**src/rtl/wb_regfile.sv**
```systemverilog
// Writeback consumer: formats the writeback value, commits it to a 32x32 register file,
// and tracks the last commit and the retired-instruction count.
// Optional REGFILE_BYPASS_EN: same-cycle write-to-read forwarding on both read ports.
module wb_regfile #(
    parameter int XLEN  = 32,
    parameter int NREG  = 32,
    parameter int CNT_W = 64
) (
    input  logic             clk,
    input  logic             rst,
    input  logic [1:0]       wb_sel,
    input  logic             regWEn,
    input  logic [XLEN-1:0]  pc_4_wb,
    input  logic [XLEN-1:0]  alu_out_wb,
    input  logic [XLEN-1:0]  dmem_out_wb,
    input  logic [31:0]      instr_wb,
    input  logic [4:0]       rs1_addr,
    input  logic [4:0]       rs2_addr,
    output logic [XLEN-1:0]  rs1_data,
    output logic [XLEN-1:0]  rs2_data,
    output logic [XLEN-1:0]  wb_data,
    output logic [4:0]       last_rd,
    output logic [XLEN-1:0]  last_wdata,
    output logic [CNT_W-1:0] instret
);

    localparam logic [6:0] OP_BRANCH = 7'b1100011;
    localparam logic [6:0] OP_STORE  = 7'b0100011;

    logic [XLEN-1:0]  regs_q [NREG];
    logic [4:0]       last_rd_q, last_rd_d;
    logic [XLEN-1:0]  last_wdata_q, last_wdata_d;
    logic [CNT_W-1:0] instret_q, instret_d;

    logic [4:0]      rd;
    logic [2:0]      funct3;
    logic [6:0]      opcode;
    logic [1:0]      off;
    logic            unusedInstrBits;
    logic [7:0]      loadByte;
    logic [15:0]     loadHalf;
    logic [XLEN-1:0] loadData;
    logic [XLEN-1:0] wbValue;
    logic            we;
    logic            retire;

    assign rd              = instr_wb[11:7];
    assign funct3          = instr_wb[14:12];
    assign opcode          = instr_wb[6:0];
    assign off             = alu_out_wb[1:0];
    assign unusedInstrBits = ^instr_wb[31:15];

    // Halfword selection uses only off[1]; misaligned halfword offsets round down.
    always_comb begin
        loadByte = dmem_out_wb[{off, 3'b000} +: 8];
        loadHalf = dmem_out_wb[{off[1], 4'b0000} +: 16];
        case (funct3)
            3'b000:  loadData = {{(XLEN-8){loadByte[7]}}, loadByte};
            3'b100:  loadData = {{(XLEN-8){1'b0}}, loadByte};
            3'b001:  loadData = {{(XLEN-16){loadHalf[15]}}, loadHalf};
            3'b101:  loadData = {{(XLEN-16){1'b0}}, loadHalf};
            default: loadData = dmem_out_wb;
        endcase
    end

    always_comb begin
        case (wb_sel)
            2'b00:   wbValue = loadData;
            2'b01:   wbValue = alu_out_wb;
            2'b10:   wbValue = pc_4_wb;
            default: wbValue = '0;
        endcase
    end

    assign wb_data = wbValue;
    assign we = regWEn && (wb_sel != 2'b11) && (rd != 5'd0) &&
                (opcode != OP_BRANCH) && (opcode != OP_STORE);

    always_comb begin
        case (opcode)
            7'b0110111, 7'b0010111, 7'b1101111, 7'b1100111, 7'b1100011,
            7'b0000011, 7'b0100011, 7'b0010011, 7'b0110011: retire = 1'b1;
            default:                                        retire = 1'b0;
        endcase
    end

    always_comb begin
        last_rd_d    = last_rd_q;
        last_wdata_d = last_wdata_q;
        instret_d    = instret_q + {{(CNT_W-1){1'b0}}, retire};
        if (we) begin
            last_rd_d    = rd;
            last_wdata_d = wbValue;
        end
    end

    // Reset wins over a concurrent commit or retire.
    always_ff @(posedge clk) begin
        if (rst) begin
            for (int i = 0; i < NREG; i++) regs_q[i] <= '0;
            last_rd_q    <= '0;
            last_wdata_q <= '0;
            instret_q    <= '0;
        end else begin
            if (we) regs_q[rd] <= wbValue;
            last_rd_q    <= last_rd_d;
            last_wdata_q <= last_wdata_d;
            instret_q    <= instret_d;
        end
    end

    always_comb begin
        rs1_data = (rs1_addr == 5'd0) ? '0 : regs_q[rs1_addr];
        rs2_data = (rs2_addr == 5'd0) ? '0 : regs_q[rs2_addr];
`ifdef REGFILE_BYPASS_EN
        if (we && (rs1_addr == rd)) rs1_data = wbValue;
        if (we && (rs2_addr == rd)) rs2_data = wbValue;
`endif
    end

    assign last_rd    = last_rd_q;
    assign last_wdata = last_wdata_q;
    assign instret    = instret_q;

endmodule
```
**config.mk**
```make
export PLATFORM = sky130hd
export DESIGN_NAME = wb_regfile
export DESIGN_NICKNAME = d
export VERILOG_FILES = /design/src/rtl/wb_regfile.sv
export SDC_FILE = /design/constraint.sdc
export NUM_CORES = 2
export LEC_CHECK = 0
export ABC_AREA = 0
export BUFFER_PORTS_ARGS = -buffer_cell sky130_fd_sc_hd__buf_2
export CAP_MARGIN = 10
export CORE_ASPECT_RATIO = 1.2
export CORE_MARGIN = 10
export CORE_UTILIZATION = 40
export DETAILED_ROUTE_END_ITERATION = 6
export SLEW_MARGIN = 15
export SYNTH_ARGS = -nofsm -noshare
export SYNTH_HDL_FRONTEND = slang
export SYNTH_SLANG_ARGS = --single-unit
export TNS_END_PERCENT = 30
```
**constraint.sdc**
```tcl
create_clock -name clk -period 5.39 [get_ports clk]
set_input_delay 0.2695 -clock clk [delete_from_list [all_inputs] [get_ports clk]]
set_output_delay 0.2695 -clock clk [all_outputs]
set_load 0.01 [all_outputs]
```
* After elaboration in Yosys (flattened, before gate mapping)
Memories as Yosys holds them, arrays and structs flattened.
Index checks and enable logic that the tools add are counted.
** Cells by class
- $add $sub $neg :: 1
- Eq/ne operators :: 17
- Shifts and indexed selects :: 2
- Mux-type cells :: 13
- Reductions and logical operators :: 11
** Operators with widths (number)
- case mux 32 bit (4 select lines) :: 1
- 2-to-1 mux 32 bit :: 3
- case mux 32 bit (3 select lines) :: 1
- adder 64 x 1 -> 64 bit :: 1
- OR reduction 32 bit :: 1
- variable part select 32 x 6 -> 16 bit :: 1
- variable part select 32 x 6 -> 8 bit :: 1
- == test 7 x 6 -> 1 bit (second input constant) :: 3
- == test 7 bit (second input constant) :: 3
- == test 7 x 5 -> 1 bit (second input constant) :: 2
- logical NOT 5 bit :: 2
- OR reduction 9 bit :: 1
- == test 7 x 2 -> 1 bit (second input constant) :: 1
- 2-to-1 mux 1 bit :: 7
- inequality test 7 x 6 -> 1 bit (second input constant) :: 1
- inequality test 7 bit (second input constant) :: 1
- == test 3 bit (second input constant) :: 2
- 2-to-1 mux 5 bit :: 1
- nonzero test 5 bit :: 1
- logical AND 1 bit :: 4
- == test 3 x 1 -> 1 bit (second input constant) :: 1
- logical NOT 3 bit :: 1
- == test 2 x 1 -> 1 bit (second input constant) :: 1
- == test 2 bit (second input constant) :: 1
- other kinds (2) :: 2
** Storage, ports and cells
- Bits in registers :: 101
- Memory bits (writable) :: 1024
- Input port bits :: 143
- Output and inout port bits :: 197
- Memories :: 1
** Memories
- regs_q :: words 32, bits a word 32, rd ports 2, clocked after memory_dff 0, wr ports 32, RTL line 30 : logic [XLEN-1:0] regs_q [NREG];

* Depth between registers and ports, before layout
- Depth after elaboration :: 10
- Mapped depth :: 10

* Worst setup path before layout
OpenSTA, ideal clock, no wires.
- Kind :: in2reg
- From :: in instr_wb[4]
- To :: reg instret_q[42], in the netlist instret[42]
- Arrival :: 2.736 ns
- Slack :: 2.584 ns
- Cell stages on the path :: 9
- Path buffers :: 0
- Path through :: nand2b_1 -> a2111oi_0 -> ha_1 -> ha_1 -> nand4_1 -> nor2_1 -> nand3_1 -> or4_1 -> a21oi_1
** Between the ends
- Cells in the longest elaborated chain, start to end :: 4
- Elaborated cells between the ends (all ways) :: 12
- Those cells by class :: 1 x add/sub; 9 x eq/ne; 1 x mux; 1 x reduce/logical
** RTL lines
- start: declaration :: RTL line 16 : input logic [31:0] instr_wb,
- == test 7 x 6 -> 1 bit (tied with other cells) :: RTL line 80 : case (opcode)
- OR reduction 9 bit (*) :: RTL line 80
- 2-to-1 mux 1 bit (*) :: RTL line 80
- adder 64 x 1 -> 64 bit (*) :: RTL line 90 : instret_d = instret_q + {{(CNT_W-1){1'b0}}, retire};
- end signal: assignment :: RTL line 108 : instret_q <= instret_d;
- end: declaration :: RTL line 33 : logic [CNT_W-1:0] instret_q, instret_d;
Every way passes the cells marked *; elsewhere a longest branch is shown, timed or not.
A chain may end at the register's enable or synchronous reset.

* Final worst setup path
- From :: in alu_out_wb[1]
- To :: out wb_data[21]
** Between the ends
- Cells in the longest elaborated chain, start to end :: 3
- Elaborated cells between the ends (all ways) :: 4
- Those cells by class :: 2 x shift; 2 x mux
** RTL lines
- start: declaration :: RTL line 14 : input logic [XLEN-1:0] alu_out_wb,
- variable part select 32 x 6 -> 16 bit / variable part select 32 x 6 -> 8 bit (equally long branches) :: RTL line 56, 55
- case mux 32 bit (4 select lines) (*) :: RTL line 57 : case (funct3)
- case mux 32 bit (3 select lines) (*) :: RTL line 67 : case (wb_sel)
- end: declaration :: RTL line 21 : output logic [XLEN-1:0] wb_data,
Marks and branches as above.

==> reports/qor.yml <==
power:
  finalPower_uw: 21010
  p_sw_uw: 5442
  comb_power_share_pct: 13.7
  pwr-share-seq_pct: 48.4
  ir_drop_uv: 244.0
  p_clk_share_pct: 37.9
  power.internal_uw: 15560
  swShare_pct: 25.91
  power.leakage_uw: 0.02232
  power_density_nw_per_um2: 323.4
clock_network:
  post_cts_resized: 0
  clk_path_buf_depth: 3
  cts_setup_buffers: 0
  root_buffer: "clkbuf_16"
  cts_made_buffers: 111
  cts.sinks: 1125
  clkTransAtPathRegs_ns: 0.06
  clkLatencyLatePin_ns: 0.73
  htreeDepth: 3
  cts_tree: "done"
timing:
  slew_headroom_pct: 22.80
  finalMaxSlewViolations: 0
  fmax_mhz: 258.4
  rsz0062_at_grt: "no"
  tightest_slew_ns: 1.155
  final-hold-violation-count: 0
  setup_viol: 0
  clock_skew_ns: 0.02261
  fin_tns_setup_ns: 0
  finalCriticalPeriod_ns: 3.870
  fin_crit_sh_pct: 71.81
worst_setup_path:
  timing.rr.end: "instret[42]"
  crit_arrival_ns: 3.60
  reg2reg_from: "instret[0]"
  worstPathRequired_ns: 5.12
  cpPeakStageDelay_ns: 0.87
  worstPathMaxFanout: 27
  reg2reg_depth: 7
  crit_path_end_kind: "output pin"
  startpoint_type: "primary input"
  reg2reg_slack_ns: 2.58
  critPathKind: "primary input to output pin"
  crit_slowest_cell: "a221oi_4"
  crit_chain: "buf_2 > mux4_2 > a221oi_4 > nor3_1 > a221oi_4 > inv_1 > buf_2"
placement:
  io_buffers: 322
  place.gp.congestion: 0.8545
  dp_hpwl_um: 124500
  place_inst: 6043
final_layout:
  final_cells: 6271
  drive_gt1_share_pct: 28.41
  multiInputGateArea_um2: 22800
  finish.utilization_pct: 45.91
  layout_common_cells: "nor2_1 (1070), edfxtp_1 (1024), mux4_2 (517)"
  fillers: 12420
  fin_nets: 4488
  final_common_cell: "nor2_1"
  syn_to_final_growth_pct: 13.90
  seq_area_um2: 32770
detailed_routing:
  drt_iter0_markers: 5028
  ant_nets: 0
  via_count: 39370
  drt_wl_total_um: 197600
  drt_pass1_iterations: 6
  drc_errors: 0
  wire_per_inst_um: 31.51
  vias_per_cell: 6.278
min_path:
  whs_path_depth: 3
  min_to: "regs_q[14][23]"
  min-delay-start: "pc_4_wb[23]"
  hold_class: "primary input to flop"
logic_synthesis:
  synth-seq-cells: 1125
  syn-cell-area_um2: 57030
  yosys_most_used_dff: "edfxtp_1"
  avgSynthCellArea_um2: 13.81
  synth_cells: 4129
  synth.distinct_cells: 59
  synthArstFlopShare_pct: 0
  synth_edf_count: 1024
  yosysSeqAreaShare_pct: 57.46
  ys_warn_count: 0
global_routing:
  grt_pass1_vias: 39470
  antenna_found_initial: 7
  grt_overflow: 0
  grt_pass1_wl_um: 280100
  grtUsageTotal_pct: 24.51
  grt_max_degree: 88
die:
  io_pins: 340
  die_h_um: 433.6
  start_util_pct: 40.30
  core_um2: 141500
  die_w_um: 364.7
  rows: 151
  die_area_um2: 158100
flow_run:
  max-cap-violations: 0
status:
  outcome: "complete, no violations"
==> cells by family after synthesis <==
family | after synthesis | synth area share (%)
AO/OA/AOI/OAI | 525 | 6.757
XOR/XNOR | 32 | 0.4914
adder cells (fa/ha/maj) | 2 | 0.04387
buffers and inverters | 483 | 3.565
flip-flops | 1125 | 57.46
multiplexers | 585 | 21.61
other | 1 | 0.006575
AND/OR/NAND/NOR | 1376 | 10.06
==> worst max-delay path by stage <==
stage,end,startpoint,slack (ns)
3_5_place_dp,regs_q[26][19],alu_out_wb[1],1.41
6_report,wb_data[21],alu_out_wb[1],1.52
5_1_grt,wb_data[21],alu_out_wb[1],1.39
4_1_cts,wb_data[21],alu_out_wb[1],1.61
3_3_place_gp,regs_q[17][19],alu_out_wb[1],1.52
2_1_floorplan,instret[42],instr_wb[4],2.58
==> state kept, by name, indices dropped and copies added, names as in the netlist <==
name / cells
regs_q: 1024
instret: 64
last_wdata: 32
last_rd: 5
==> cell usage after synthesis, types with 5 or more instances <==
cell type | instances | area, µm²
buf_1 | 27 | 101.4
o21ai_0 | 34 | 170.2
nor3_1 | 31 | 155.2
a211o_1 | 64 | 560.5
a22oi_1 | 129 | 968.4
mux2i_1 | 66 | 660.6
xnor2_1 | 11 | 96.34
or3_1 | 28 | 175.2
nor4_1 | 9 | 56.30
nand3b_1 | 5 | 37.54
nor2b_1 | 14 | 87.58
and3_1 | 12 | 75.07
nand2_1 | 66 | 247.7
nand3_1 | 34 | 170.2
a21oi_1 | 76 | 380.4
clkbuf_1 | 292 | 1096
a31oi_1 | 67 | 419.2
nor2_1 | 1077 | 4043
edfxtp_1 | 1024 | 30750
xor2_1 | 21 | 183.9
a211oi_1 | 33 | 247.7
o22ai_1 | 74 | 462.9
a22o_1 | 7 | 61.31
mux4_2 | 517 | 11640
nand4_1 | 35 | 219.0
buf_2 | 83 | 415.4
a221oi_1 | 7 | 61.31
dfxtp_1 | 101 | 2022
buf_4 | 27 | 202.7
inv_1 | 42 | 157.7
inv_2 | 9 | 33.78
a221oi_4 | 10 | 262.8
nand2b_1 | 44 | 275.3
a221oi_2 | 9 | 135.1
==> repair_timing <==
action | CTS | global route
hold endpoints to repair | 14 | 0
setup endpoints to repair | 0 | 0
hold buffers | 23 | 0
==> layer usage <==
| metal | GRT usage, % | part of all wire, % | up-vias |
|---|---|---|---|
| li1 | - | - | 16330 |
| met1 | 30.95 | 36 | 20350 |
| met2 | 41.11 | 49 | 2279 |
| met3 | 4.421 | 9.8 | 408 |
| met4 | 10.74 | 4.7 | 6 |
| met5 | 0 | 0.023 | - |
==> critical path: cells and delay by family <==
family          cells  cell delay [ns]
compound gates      2             1.62
simple gates        1             0.20
mux                 1             0.64
buf+inv             3             0.85
==> power by group through the flow <==
stage                     registers [µW]  clock network, µW  logic [µW]
after CTS                          10200               8040        2850
after global routing               10200               8370        2980
after detailed placement           10300                  0        2830
after global placement             10300                  0        2810
after floorplan                    10300                  0        1700
final                              10200               7970        2870
==> area by class of cell <==
| cell class | count | area share [%] |
|---|---|---|
| Clock inverter | 57 | 0.9341 |
| Sequential cell | 1125 | 50.45 |
| Antenna cell | 3 | 0.01156 |
| Inverter | 52 | 0.3005 |
| Multi-Input combinational cell | 2552 | 35.09 |
| Tap cell | 1836 | 3.536 |
| Clock buffer | 145 | 4.698 |
| Timing Repair Buffer | 501 | 4.979 |
==> per-stage QoR <==
stage / setup WS (ns) / instance area, µm² / hold slack (ns)
after floorplan: 2.584 / 57150 / 0.4055
after global placement: 1.520 / 61060 / 0.4430
after detailed placement: 1.412 / 61060 / 0.4445
after CTS: 1.613 / 64950 / 0.002306
after global routing: 1.394 / 64960 / 0.04509
final: 1.520 / 64960 / 0.04197
(Power assumes the default switching activity.)
